$ cat config.mk
export PLATFORM = sky130hd
export DESIGN_NAME = watch_set_ctrl
export DESIGN_NICKNAME = d
export VERILOG_FILES = /design/src/rtl/watch_set_ctrl.sv
export SDC_FILE = /design/constraint.sdc
export NUM_CORES = 1
export LEC_CHECK = 0
export ABC_CLOCK_PERIOD_IN_PS = 2200
export CAP_MARGIN = 20
export CORE_MARGIN = 4
export CORE_UTILIZATION = 40
export CTS_CLUSTER_DIAMETER = 80
export DETAILED_ROUTE_END_ITERATION = 16
export DONT_BUFFER_PORTS = 1
export REMOVE_ABC_BUFFERS = 1
export SLEW_MARGIN = 40
export SYNTH_ARGS = -nofsm -noshare
export SYNTH_HDL_FRONTEND = slang
export SYNTH_SLANG_ARGS = --single-unit
$ cat constraint.sdc
create_clock -name clk -period 2.2 [get_ports clk]
set_input_delay 0.22 -clock clk [delete_from_list [all_inputs] [get_ports clk]]
set_output_delay 0.22 -clock clk [all_outputs]
set_load 0.05 [all_outputs]
$ cat src/rtl/watch_set_ctrl.sv
// Edit-mode control for watch_dp: digit select plus inc/dec/clear pulses.
// Define AUTO_REPEAT_EN to enable inc/dec auto-repeat while a button is held.
module watch_set_ctrl #(
   parameter int TIMEOUT_CYCLES = 1_000_000_000,
   parameter int HOLD_CYCLES    = 50_000_000,
   parameter int REPEAT_CYCLES  = 10_000_000
) (
   input  logic       clk,
   input  logic       rst,
   input  logic       btn_clear,
   input  logic       btn_digit_move,
   input  logic       btn_inc,
   input  logic       btn_dec,
   input  logic [7:0] pc_data,
   input  logic       pc_valid,
   output logic [1:0] digit_mode,
   output logic       inc,
   output logic       dec,
   output logic       clear
);

   localparam logic [1:0] RUN = 2'b00;

   localparam logic [2:0] CMD_NONE = 3'd0;
   localparam logic [2:0] CMD_CLR  = 3'd1;
   localparam logic [2:0] CMD_MOV  = 3'd2;
   localparam logic [2:0] CMD_INC  = 3'd3;
   localparam logic [2:0] CMD_DEC  = 3'd4;

   localparam int TW = $clog2(TIMEOUT_CYCLES);
   localparam logic [TW-1:0] T_LAST = TW'(TIMEOUT_CYCLES - 1);

   logic          clr_q, mov_q, inc_q, dec_q;
   logic          clr_ev, mov_ev, inc_ev, dec_ev;
   logic          rep_inc, rep_dec;
   logic          pend_v, pend_v_n;
   logic [2:0]    pend_cmd, pend_cmd_n;
   logic [2:0]    btn_cmd, pc_cmd, exec_cmd;
   logic [1:0]    mode_n;
   logic          inc_n, dec_n, clear_n;
   logic [TW-1:0] idle_cnt, idle_n;

   assign clr_ev = btn_clear & ~clr_q;
   assign mov_ev = btn_digit_move & ~mov_q;
   assign inc_ev = btn_inc & ~inc_q;
   assign dec_ev = btn_dec & ~dec_q;

   always_comb begin
      pc_cmd = CMD_NONE;
      if (pc_valid) begin
         case (pc_data)
            8'h43, 8'h63: pc_cmd = CMD_CLR;
            8'h4d, 8'h6d: pc_cmd = CMD_MOV;
            8'h55, 8'h75: pc_cmd = CMD_INC;
            8'h44, 8'h64: pc_cmd = CMD_DEC;
            default:      pc_cmd = CMD_NONE;
         endcase
      end
   end

   always_comb begin
      btn_cmd = CMD_NONE;
      if (clr_ev)                  btn_cmd = CMD_CLR;
      else if (mov_ev)             btn_cmd = CMD_MOV;
      else if (inc_ev || rep_inc)  btn_cmd = CMD_INC;
      else if (dec_ev || rep_dec)  btn_cmd = CMD_DEC;
   end

   // Buttons own the cycle; a PC command waits in the slot (last one wins).
   always_comb begin
      exec_cmd   = CMD_NONE;
      pend_v_n   = pend_v;
      pend_cmd_n = pend_cmd;
      if (btn_cmd != CMD_NONE) begin
         exec_cmd = btn_cmd;
         if (pc_cmd != CMD_NONE) begin
            pend_v_n   = 1'b1;
            pend_cmd_n = pc_cmd;
         end
      end else if (pc_cmd != CMD_NONE) begin
         exec_cmd = pc_cmd;
         pend_v_n = 1'b0;
      end else if (pend_v) begin
         exec_cmd = pend_cmd;
         pend_v_n = 1'b0;
      end
   end

   always_comb begin
      mode_n  = digit_mode;
      inc_n   = 1'b0;
      dec_n   = 1'b0;
      clear_n = 1'b0;
      idle_n  = '0;
      case (exec_cmd)
         CMD_CLR: begin
            clear_n = 1'b1;
            mode_n  = RUN;
         end
         CMD_MOV: mode_n = digit_mode + 2'd1;
         CMD_INC: inc_n  = (digit_mode != RUN);
         CMD_DEC: dec_n  = (digit_mode != RUN);
         default: begin
            if (digit_mode != RUN) begin
               if (idle_cnt == T_LAST) mode_n = RUN;
               else idle_n = idle_cnt + TW'(1);
            end
         end
      endcase
   end

   always_ff @(posedge clk or posedge rst) begin
      if (rst) begin
         clr_q      <= 1'b0;
         mov_q      <= 1'b0;
         inc_q      <= 1'b0;
         dec_q      <= 1'b0;
         pend_v     <= 1'b0;
         pend_cmd   <= CMD_NONE;
         idle_cnt   <= '0;
         digit_mode <= RUN;
         inc        <= 1'b0;
         dec        <= 1'b0;
         clear      <= 1'b0;
      end else begin
         clr_q      <= btn_clear;
         mov_q      <= btn_digit_move;
         inc_q      <= btn_inc;
         dec_q      <= btn_dec;
         pend_v     <= pend_v_n;
         pend_cmd   <= pend_cmd_n;
         idle_cnt   <= idle_n;
         digit_mode <= mode_n;
         inc        <= inc_n;
         dec        <= dec_n;
         clear      <= clear_n;
      end
   end

`ifdef AUTO_REPEAT_EN
   localparam int HMAX = (HOLD_CYCLES > REPEAT_CYCLES) ? HOLD_CYCLES : REPEAT_CYCLES;
   localparam int HW = $clog2(HMAX);
   localparam logic [HW-1:0] H_LAST = HW'(HOLD_CYCLES - 1);
   localparam logic [HW-1:0] R_LAST = HW'(REPEAT_CYCLES - 1);

   logic          rep_arm, rep_on, rep_fire;
   logic          inc_hold, dec_hold;
   logic [HW-1:0] hold_cnt;

   always_comb begin
      inc_hold = btn_inc & inc_q & ~btn_dec;
      dec_hold = btn_dec & dec_q & ~btn_inc;
      rep_fire = rep_arm & (inc_hold | dec_hold) &
                 (hold_cnt == (rep_on ? R_LAST : H_LAST));
      rep_inc  = rep_fire & inc_hold;
      rep_dec  = rep_fire & dec_hold;
   end

   // Armed only by an edge taken in an edit mode; any mode change disarms.
   always_ff @(posedge clk or posedge rst) begin
      if (rst) begin
         rep_arm  <= 1'b0;
         rep_on   <= 1'b0;
         hold_cnt <= '0;
      end else if (digit_mode == RUN || mode_n != digit_mode) begin
         rep_arm  <= 1'b0;
         rep_on   <= 1'b0;
         hold_cnt <= '0;
      end else if ((inc_ev & ~btn_dec) | (dec_ev & ~btn_inc)) begin
         rep_arm  <= 1'b1;
         rep_on   <= 1'b0;
         hold_cnt <= '0;
      end else if (!(inc_hold | dec_hold)) begin
         rep_arm  <= 1'b0;
         rep_on   <= 1'b0;
         hold_cnt <= '0;
      end else if (rep_arm) begin
         if (rep_fire) begin
            rep_on   <= 1'b1;
            hold_cnt <= '0;
         end else begin
            hold_cnt <= hold_cnt + HW'(1);
         end
      end
   end
`else
   logic unused_cfg;
   assign unused_cfg = ^{HOLD_CYCLES, REPEAT_CYCLES};
   assign rep_inc = 1'b0;
   assign rep_dec = 1'b0;
`endif

endmodule

# Yosys cells after proc, flatten, opt, wreduce, memory -nomap -nowiden
# Cells that the tools add are included.
dict set report word_totals {
  register_bits 43
  input_bits 15
  out_inout_bits 5
  elab_cells 69
}
dict set report op_classes {
  addsub 2
  eq_ne 14
  n_mux 20
  bitwise_logic 9
  n_reduce_logical 13
}
# op count
set ops {}
lappend ops {{$mux W30} 3}
lappend ops {{$eq A8 B7 Y1 const B} 8}
lappend ops {{$add A30 B1 Y30 const B} 1}
lappend ops {{$eq A30 B30 Y1 const B} 1}
lappend ops {{$mux W3} 8}
lappend ops {{$pmux W3 S4} 1}
lappend ops {{$reduce_bool A3 Y1} 4}
lappend ops {{$reduce_or A2 Y1} 5}
lappend ops {{$eq A3 B2 Y1 const B} 2}
lappend ops {{$pmux W2 S3} 1}
lappend ops {{$mux W1} 5}
lappend ops {{$not A1 Y1} 5}
lappend ops {{$and A1 B1 Y1} 4}
lappend ops {{$mux W2} 2}
lappend ops {{$reduce_or A4 Y1} 1}
lappend ops {{$eq A3 B1 Y1 const B} 1}
lappend ops {{$eq A3 B3 Y1 const B} 1}
lappend ops {{$reduce_and A3 Y1} 1}
lappend ops {{$add A2 B1 Y2 const B} 1}
lappend ops {{$ne A2 B1 Y1 const B} 1}
lappend ops {{$reduce_and A2 Y1} 1}
lappend ops {{$reduce_bool A2 Y1} 1}

# Logic depth before layout (Yosys ltp)
# Gate-level depths: netlist of run 1.
dict set report logic_depth {
  word_depth 12
  mapped_depth 8
  mapped_depth_nobuf 7
}

# Worst setup path after synthesis of run 1
# No wires, ideal clock.
dict set report synth_timing {
  path_kind {input -> register}
  from {input pc_data[2]}
  to {register digit_mode[0]}
  setup_time_ns 0.081
  arrival_time_ns 1.902
  t_required_ns 2.119
  setup_slack_ns 0.217
  stages 7
  n_path_buf 0
  cell_sequence {or3b_4 > a211oi_4 > nor2_2 > a41o_1 > or3_1 > o211a_1 > mux2i_1}
}
dict set report synth_between {
  elab_chain_len 11
  word_cells_on_any_way 27
  classes_between {eq/ne (12); mux (5); bitwise (1); reduce/logical (9)}
}
# item line
set synth_rtl {}
lappend synth_rtl {{from (decl)} 14} ;# input logic [7:0] pc_data,
lappend synth_rtl {{$eq A8 B7 Y1} 51} ;# case (pc_data)
lappend synth_rtl {{$reduce_or A2 Y1} 51}
lappend synth_rtl {{$pmux W3 S4 *} 51}
lappend synth_rtl {{$mux W3 *} 50} ;# if (pc_valid) begin
lappend synth_rtl {{$reduce_bool A3 Y1} 80} ;# end else if (pc_cmd != CMD_NONE) begin
lappend synth_rtl {{$mux W3 *} 80}
lappend synth_rtl {{$mux W3 *} 74} ;# if (btn_cmd != CMD_NONE) begin
lappend synth_rtl {{$eq A3 B3 Y1 / $eq A3 B2 Y1 (equally long branches)} 95} ;# case (exec_cmd)
lappend synth_rtl {{$reduce_or A2 Y1 (no source line)} -}
lappend synth_rtl {{$not A1 Y1 (no source line)} -}
lappend synth_rtl {{$reduce_and A3 Y1 (no source line)} -}
lappend synth_rtl {{to (signal assigned)} 133} ;# digit_mode <= mode_n;
lappend synth_rtl {{to (decl)} 16} ;# output logic [1:0] digit_mode,
# Every way passes the cells marked *; elsewhere a longest branch is shown, timed or not.
# A chain may end at the register's enable or synchronous reset.

# Final worst setup path of run 1
dict set report layout_timing {
  from {register dec_q}
  to {register digit_mode[1]}
}
dict set report layout_between {
  elab_chain_len 12
  word_cells_on_any_way 18
  classes_between {eq/ne (4); mux (6); bitwise (3); reduce/logical (5)}
}
# item line
set layout_rtl {}
lappend layout_rtl {{from (decl)} 33} ;# logic clr_q, mov_q, inc_q, dec_q;
lappend layout_rtl {{from (signal assigned)} 129} ;# dec_q <= btn_dec;
lappend layout_rtl {{$not A1 Y1 *} 46} ;# assign dec_ev = btn_dec & ~dec_q;
lappend layout_rtl {{$and A1 B1 Y1 *} 46}
lappend layout_rtl {{$mux W3 *} 66} ;# else if (dec_ev || rep_dec) btn_cmd = CMD_DEC;
lappend layout_rtl {{$mux W3 *} 65} ;# else if (inc_ev || rep_inc) btn_cmd = CMD_INC;
lappend layout_rtl {{$mux W3 *} 64} ;# else if (mov_ev) btn_cmd = CMD_MOV;
lappend layout_rtl {{$mux W3 *} 63} ;# if (clr_ev) btn_cmd = CMD_CLR;
lappend layout_rtl {{$reduce_bool A3 Y1} 74}
lappend layout_rtl {{$mux W3 *} 74}
lappend layout_rtl {{$eq A3 B3 Y1 / $eq A3 B2 Y1 (equally long branches)} 95}
lappend layout_rtl {{$reduce_or A2 Y1 (no source line)} -}
lappend layout_rtl {{$not A1 Y1 (no source line)} -}
lappend layout_rtl {{$reduce_and A3 Y1 (no source line)} -}
# Marks and branches as above.

==> impl_metrics.ini, run 1 <==
[cells_and_area]
area_growth_syn_to_layout_pct = 13.2
drive_above_1_share = 0.0909
fillers = 496
fin_nets = 258
antenna_cells = 0
fin_area_um2 = 2450

[die]
start_util = 0.419
die-height_um = 81.6
die_area_um2 = 6660
core-area_um2 = 5170
num_io_pins = 20
die_x_um = 81.6
row_count = 26

[logic_synthesis]
synth_edf_count = 0
syn_avg_cell_area_um2 = 9.71
ys_warn_count = 0
synth_async_sr_flop_share = 1.00
synth.top_cells.by_area = dfrtp_1 50%, nor2_1 8.0%, xor2_1 7.7%, xnor2_1 4.0%, nand2_1 3.1%
ys_ff_latch = 43
synth.largest_area_cell = dfrtp_1
yosysSeqAreaShare = 0.497
ys_types = 42
synth.top_cell.area_share = 0.497
synth_area_um2 = 2170
synthesis.instances = 223
synthFlopType = dfrtp_1

[global_routing]
busiest_layer = met2
use_met1 = 0.174
use_met2 = 0.209
grt_max_degree = 31
grt_pass1_wl_mm = 6.84
gr-total-overflow = 0
grt_pass1_vias = 1539
antenna_found_initial = 0
met3_usage = 0.0406
track_usage = 0.131

[cts]
clk_pin_slew_ps = 80
post_cts_buffers = 0
cts_max_path_buffers = 2
cts-root-buf = clkbuf_8
cts_tree = done
insertion_delay_ps = 290
cts-htree-levels = 2
cts.sinks = 43
cts_buffers = 5

[timing]
fmax_ghz = 0.511
finClkSkew_ps = 8.43
fin_tns_setup_ps = 0
min_period_ps = 1960
finalHoldViolCount = 0
timing.final.crit_share = 0.890
slew_viol_final = 0
setup_violations = 0
tightest_slew_ps = 466
grt_setup_unrepaired = false
relSlewSlack = 0.690
hold_ws_ps = 213

[routing]
drt-total-wl_mm = 3.84
ant_nets = 0
drtPass1Iterations = 4
viasPerCell = 4.97
drt_iter0_drc = 48
num_vias = 1550
routedWlPerCell_um = 12.3
route.detailed.drc = 0

[critical_path]
start_kind = register
arrival_ps = 2130
critPathKind = register to register
r2r_end = digit_mode[1]
crit_required_ps = 2380
end_kind = register
rrSetupSlack_ps = 240
worstPathMaxFanout = 5
reg2reg_from = dec_q
r2r_cells = 8

[place]
hpwl_mm = 2.81
gp_congestion = 0.776
dpl-instance-area_um2 = 2320
portBuffers = 0

[power_and_ir_drop]
leakage_uw = 0.00104
design_power_total_uw = 1550
power.density_nw_per_um2 = 634
vdd_drop_max_mv = 0.424

[hold_path]
hold_end = pend_cmd[2]
hp-class = input port to register
hold_start = pc_data[4]
holdPathStages = 3

[flow_run]
maxCapViolations = 0

[status]
status = completed
## placed cells by master, fill, tap and decap left out, types with 2 or more instances in the layout
master         instances
buf_4                  8
nand3b_1               2
nand3_1               12
a22o_1                 2
nor2_1                46
and2_1                 2
xor2_1                19
ha_1                   2
dfrtp_1               43
nand2b_1               5
dlygate4sd3_1          5
nand4_1                5
and3_1                 9
a31oi_1                2
xnor2_1               10
clkbuf_8               5
o21ai_0                4
clkbuf_1               2
inv_1                  4
nor2b_1                6
nor4_1                 2
nor3_1                 3
nand2_1               18
## routing by layer
layer	vias up	wire length (um)
met1	728	1910
met4	0	27
met5	-	0
li1	792	-
met2	25	1740
met3	5	160
## timing repair
action                                  CTS  global route
endpoints found under the setup margin    0             9
hold endpoints to repair                 25             0
gates resized for setup                   0             1
hold buffers                              5             0
## cells by family after synthesis
logic type | synth area share
multiplexers | 0.00462
adder cells (fa/ha/maj) | 0.0116
AO/OA/AOI/OAI | 0.0676
flip-flops | 0.497
buffers and inverters | 0.0156
AND/OR/NAND/NOR | 0.287
XOR/XNOR | 0.117
## state kept, by name, indices dropped and copies added (netlist names)
name,cells
clear,1
clr_q,1
dec,1
dec_q,1
digit_mode,2
idle_cnt,30
inc,1
inc_q,1
mov_q,1
pend_cmd,3
pend_v,1
## stage by stage
step	util	cells	worst slack, ps
6_report	0.474	312	243
3_5_place_dp	0.448	299	130
2_1_floorplan	-	220	-73.5
4_1_cts	0.474	312	183
3_3_place_gp	0.448	299	163
5_1_grt	0.474	312	6.83
## final cells by class
| class | count | area [um^2] | share of cell area |
|---|---|---|---|
| repair buffers | 14 | 130 | 0.0531 |
| clock buffers | 7 | 76.3 | 0.0311 |
| clock inverters | 1 | 5.00 | 0.00204 |
| multi-input cells | 172 | 1060 | 0.432 |
| well taps | 70 | 87.6 | 0.0357 |
| inverters | 5 | 18.8 | 0.00765 |
| flip-flops and latches | 43 | 1080 | 0.439 |
## power by group
group | total [uW] | internal (uW) | leakage (uW) | switching, uW
Sequential | 855 | 821 | 0.000586 | 34.2
Clock | 477 | 223 | 0.0000422 | 254
Combinational | 223 | 84.2 | 0.000407 | 139
Total | 1550 | 1130 | 0.00104 | 427
## synth_stat cells (3+ instances only)
cell,count
nor2_1,46
dfrtp_1,43
xor2_1,19
nand2_1,18
nand3_1,12
xnor2_1,10
and3_1,9
nor2b_1,7
inv_1,5
nand2b_1,5
nand4_1,5
o21ai_0,4
buf_2,3
nor3_1,3
## worst max path at each step
| stage | startpoint | end | slack, ps | cells after the start |
|---|---|---|---|---|
| after floorplan | pc_data[2] | idle_cnt[10] | -70 | 7 |
| after global placement | pc_data[2] | idle_cnt[3] | 160 | 8 |
| after detailed placement | pc_data[2] | idle_cnt[12] | 130 | 8 |
| after CTS | inc_q | idle_cnt[14] | 180 | 8 |
| after global routing | mov_q | idle_cnt[7] | 7 | 8 |
| final | dec_q | digit_mode[1] | 240 | 8 |
## critical path: stages (launching register included)
cell and delay (ps):
dfrtp_1 350, nand2b_1 190, nor4b_2 190, buf_4 150, a221o_1 310, a31oi_1 220
or3_1 170, o211a_1 170, o22ai_1 80
No activity file was read; power rests on OpenSTA's default activity.
==> run 2, diff against run 1 <==
CTS_BUF_LIST = sky130_fd_sc_hd__clkbuf_16   (was default)
==> impl_metrics.ini, run 2 (same netlist as run 1, synthesis figures left out) <==
[status]
status = completed

[cts]
cts_max_path_buffers = 2
cts-htree-levels = 2
insertion_delay_ps = 280
ctsResizeCount = 0
cts_tree = done
clk_pin_slew_ps = 60
cts_buffers = 5
cts-root-buf = clkbuf_16
cts.sinks = 43

[timing]
timing.final.crit_share = 0.906
slew_viol_final = 0
min_period_ps = 1990
finalHoldViolCount = 0
fmax_ghz = 0.502
finClkSkew_ps = 3.78
tightest_slew_ps = 472
relSlewSlack = 0.686
setup_violations = 0
grt_setup_unrepaired = false

[cells_and_area]
largest_reg_flops = 30
final_util = 0.485
top_register = idle_cnt
area_growth_syn_to_layout_pct = 15.7
top_regs = idle_cnt (30), pend_cmd (3), digit_mode (2)
drive_above_1_share = 0.0868
fin_area_um2 = 2510
layout_commonest_cell = nor2_1
antenna_cells = 0
multi_input_area_um2 = 1060
seq_area_um2 = 1080
fin_nets = 258
fillers = 480
layout_common_cells = 46 x nor2_1, 43 x dfrtp_1, 19 x xor2_1

[place]
portBuffers = 0
gp_congestion = 0.776
hpwl_mm = 2.81
dpl-instance-area_um2 = 2320

[critical_path]
worstPathMaxFanout = 30
crit_required_ps = 2370
critPathBufInv = 1
cp_cell_sequence = nor2b_1, nor3_1, a21boi_0, a41o_1, a31oi_1, nand3b_1, buf_12, nor2_1
cp_slowest_cell = dfrtp_1
start_kind = register
critPathLaunch = inc_q
reg2reg_from = inc_q
cpPeakStageDelay_ps = 350
arrival_ps = 2160
critPathKind = register to register
end_kind = register
path_delay_family = simple AND/OR/NAND/NOR gates

[die]
core-area_um2 = 5170
die_area_um2 = 6660
num_io_pins = 20
die-height_um = 81.6
die_x_um = 81.6
row_count = 26
start_util = 0.419

[power_and_ir_drop]
power.density_nw_per_um2 = 705
leakage_uw = 0.00107
design_power_total_uw = 1770
vdd_drop_max_mv = 0.449

[hold_path]
hp-class = input port to register
hold_start = pc_data[4]

[routing]
drt_iter0_drc = 74
route.detailed.drc = 0
routedWlPerCell_um = 12.5
ant_nets = 0
num_vias = 1556
drt-total-wl_mm = 3.91
drtPass1Iterations = 4
viasPerCell = 4.99

[global_routing]
gr-total-overflow = 0
grt_pass1_vias = 1543
grt_pass1_wl_mm = 6.89
track_usage = 0.133
antenna_found_initial = 0
grt_max_degree = 31

[flow_run]
maxCapViolations = 0
==> run 2: cell types whose count changed in the layout (fill, tap and decap cells not counted) <==
cell / change
nor2b_2: -1
clkbuf_16: +5
clkbuf_1: -2
clkbuf_8: -5
nor2b_1: +1
inv_1: +2
==> run 2: per-stage QoR <==
step / setup WS [ps] / hold WS [ps] / std cells / setup TNS, ps
finish: 208 / 228 / 312 / 0
global route: 5.01 / 240 / 312 / 0
global placement: 163 / 194 / 299 / 0
detailed placement: 130 / 189 / 299 / 0
floorplan: -73.5 / 251 / 220 / -2140
CTS: 188 / 225 / 312 / 0
==> run 2: layer usage <==
| layer | wire length [um] | up-vias | GRT usage |
|---|---|---|---|
| li1 | - | 794 | - |
| met1 | 1940 | 739 | 0.175 |
| met2 | 1810 | 19 | 0.213 |
| met3 | 134 | 4 | 0.0406 |
| met4 | 26 | 0 | 0.0349 |
| met5 | 0 | - | 0 |
==> run 2: final cells by class <==
type	instances	share of cell area
clock inverter	3	0.00499
tap	70	0.0349
sequential	43	0.429
inverter	5	0.00749
multi-input combinational	172	0.421
timing repair buffer	14	0.0519
clock buffer	5	0.0499
==> run 2: report_power, final <==
part           internal (uW)  total, uW  leakage, uW  switching (uW)
clock                    410        688    0.0000762             278
combinational           83.9        223     0.000406             139
sequential               822        856     0.000586            34.2
total                   1320       1770      0.00107             452
==> run 2: tightest hold or removal path: cells and delay by family <==
kind | cells | cell delay, ps
AO/OA/AOI/OAI | 1 | 90
AND/OR/NAND/NOR | 2 | 140
==> run 2: worst paths after layout <==
kind                                end  slack, ps  cells past startpoint
min                         pend_cmd[2]        230                      3
max in group asynchronous  idle_cnt[18]       1270                      3
min in group asynchronous   idle_cnt[2]        410                      2
max                        idle_cnt[12]        210                      8
max reg2reg                idle_cnt[12]        210                      8
min reg2reg                 idle_cnt[0]        480                      1
==> run 2: what timing repair did <==
item                      CTS  global route
hold buffers                5             0
hold endpoints to repair   25             0
buffers inserted            0             0
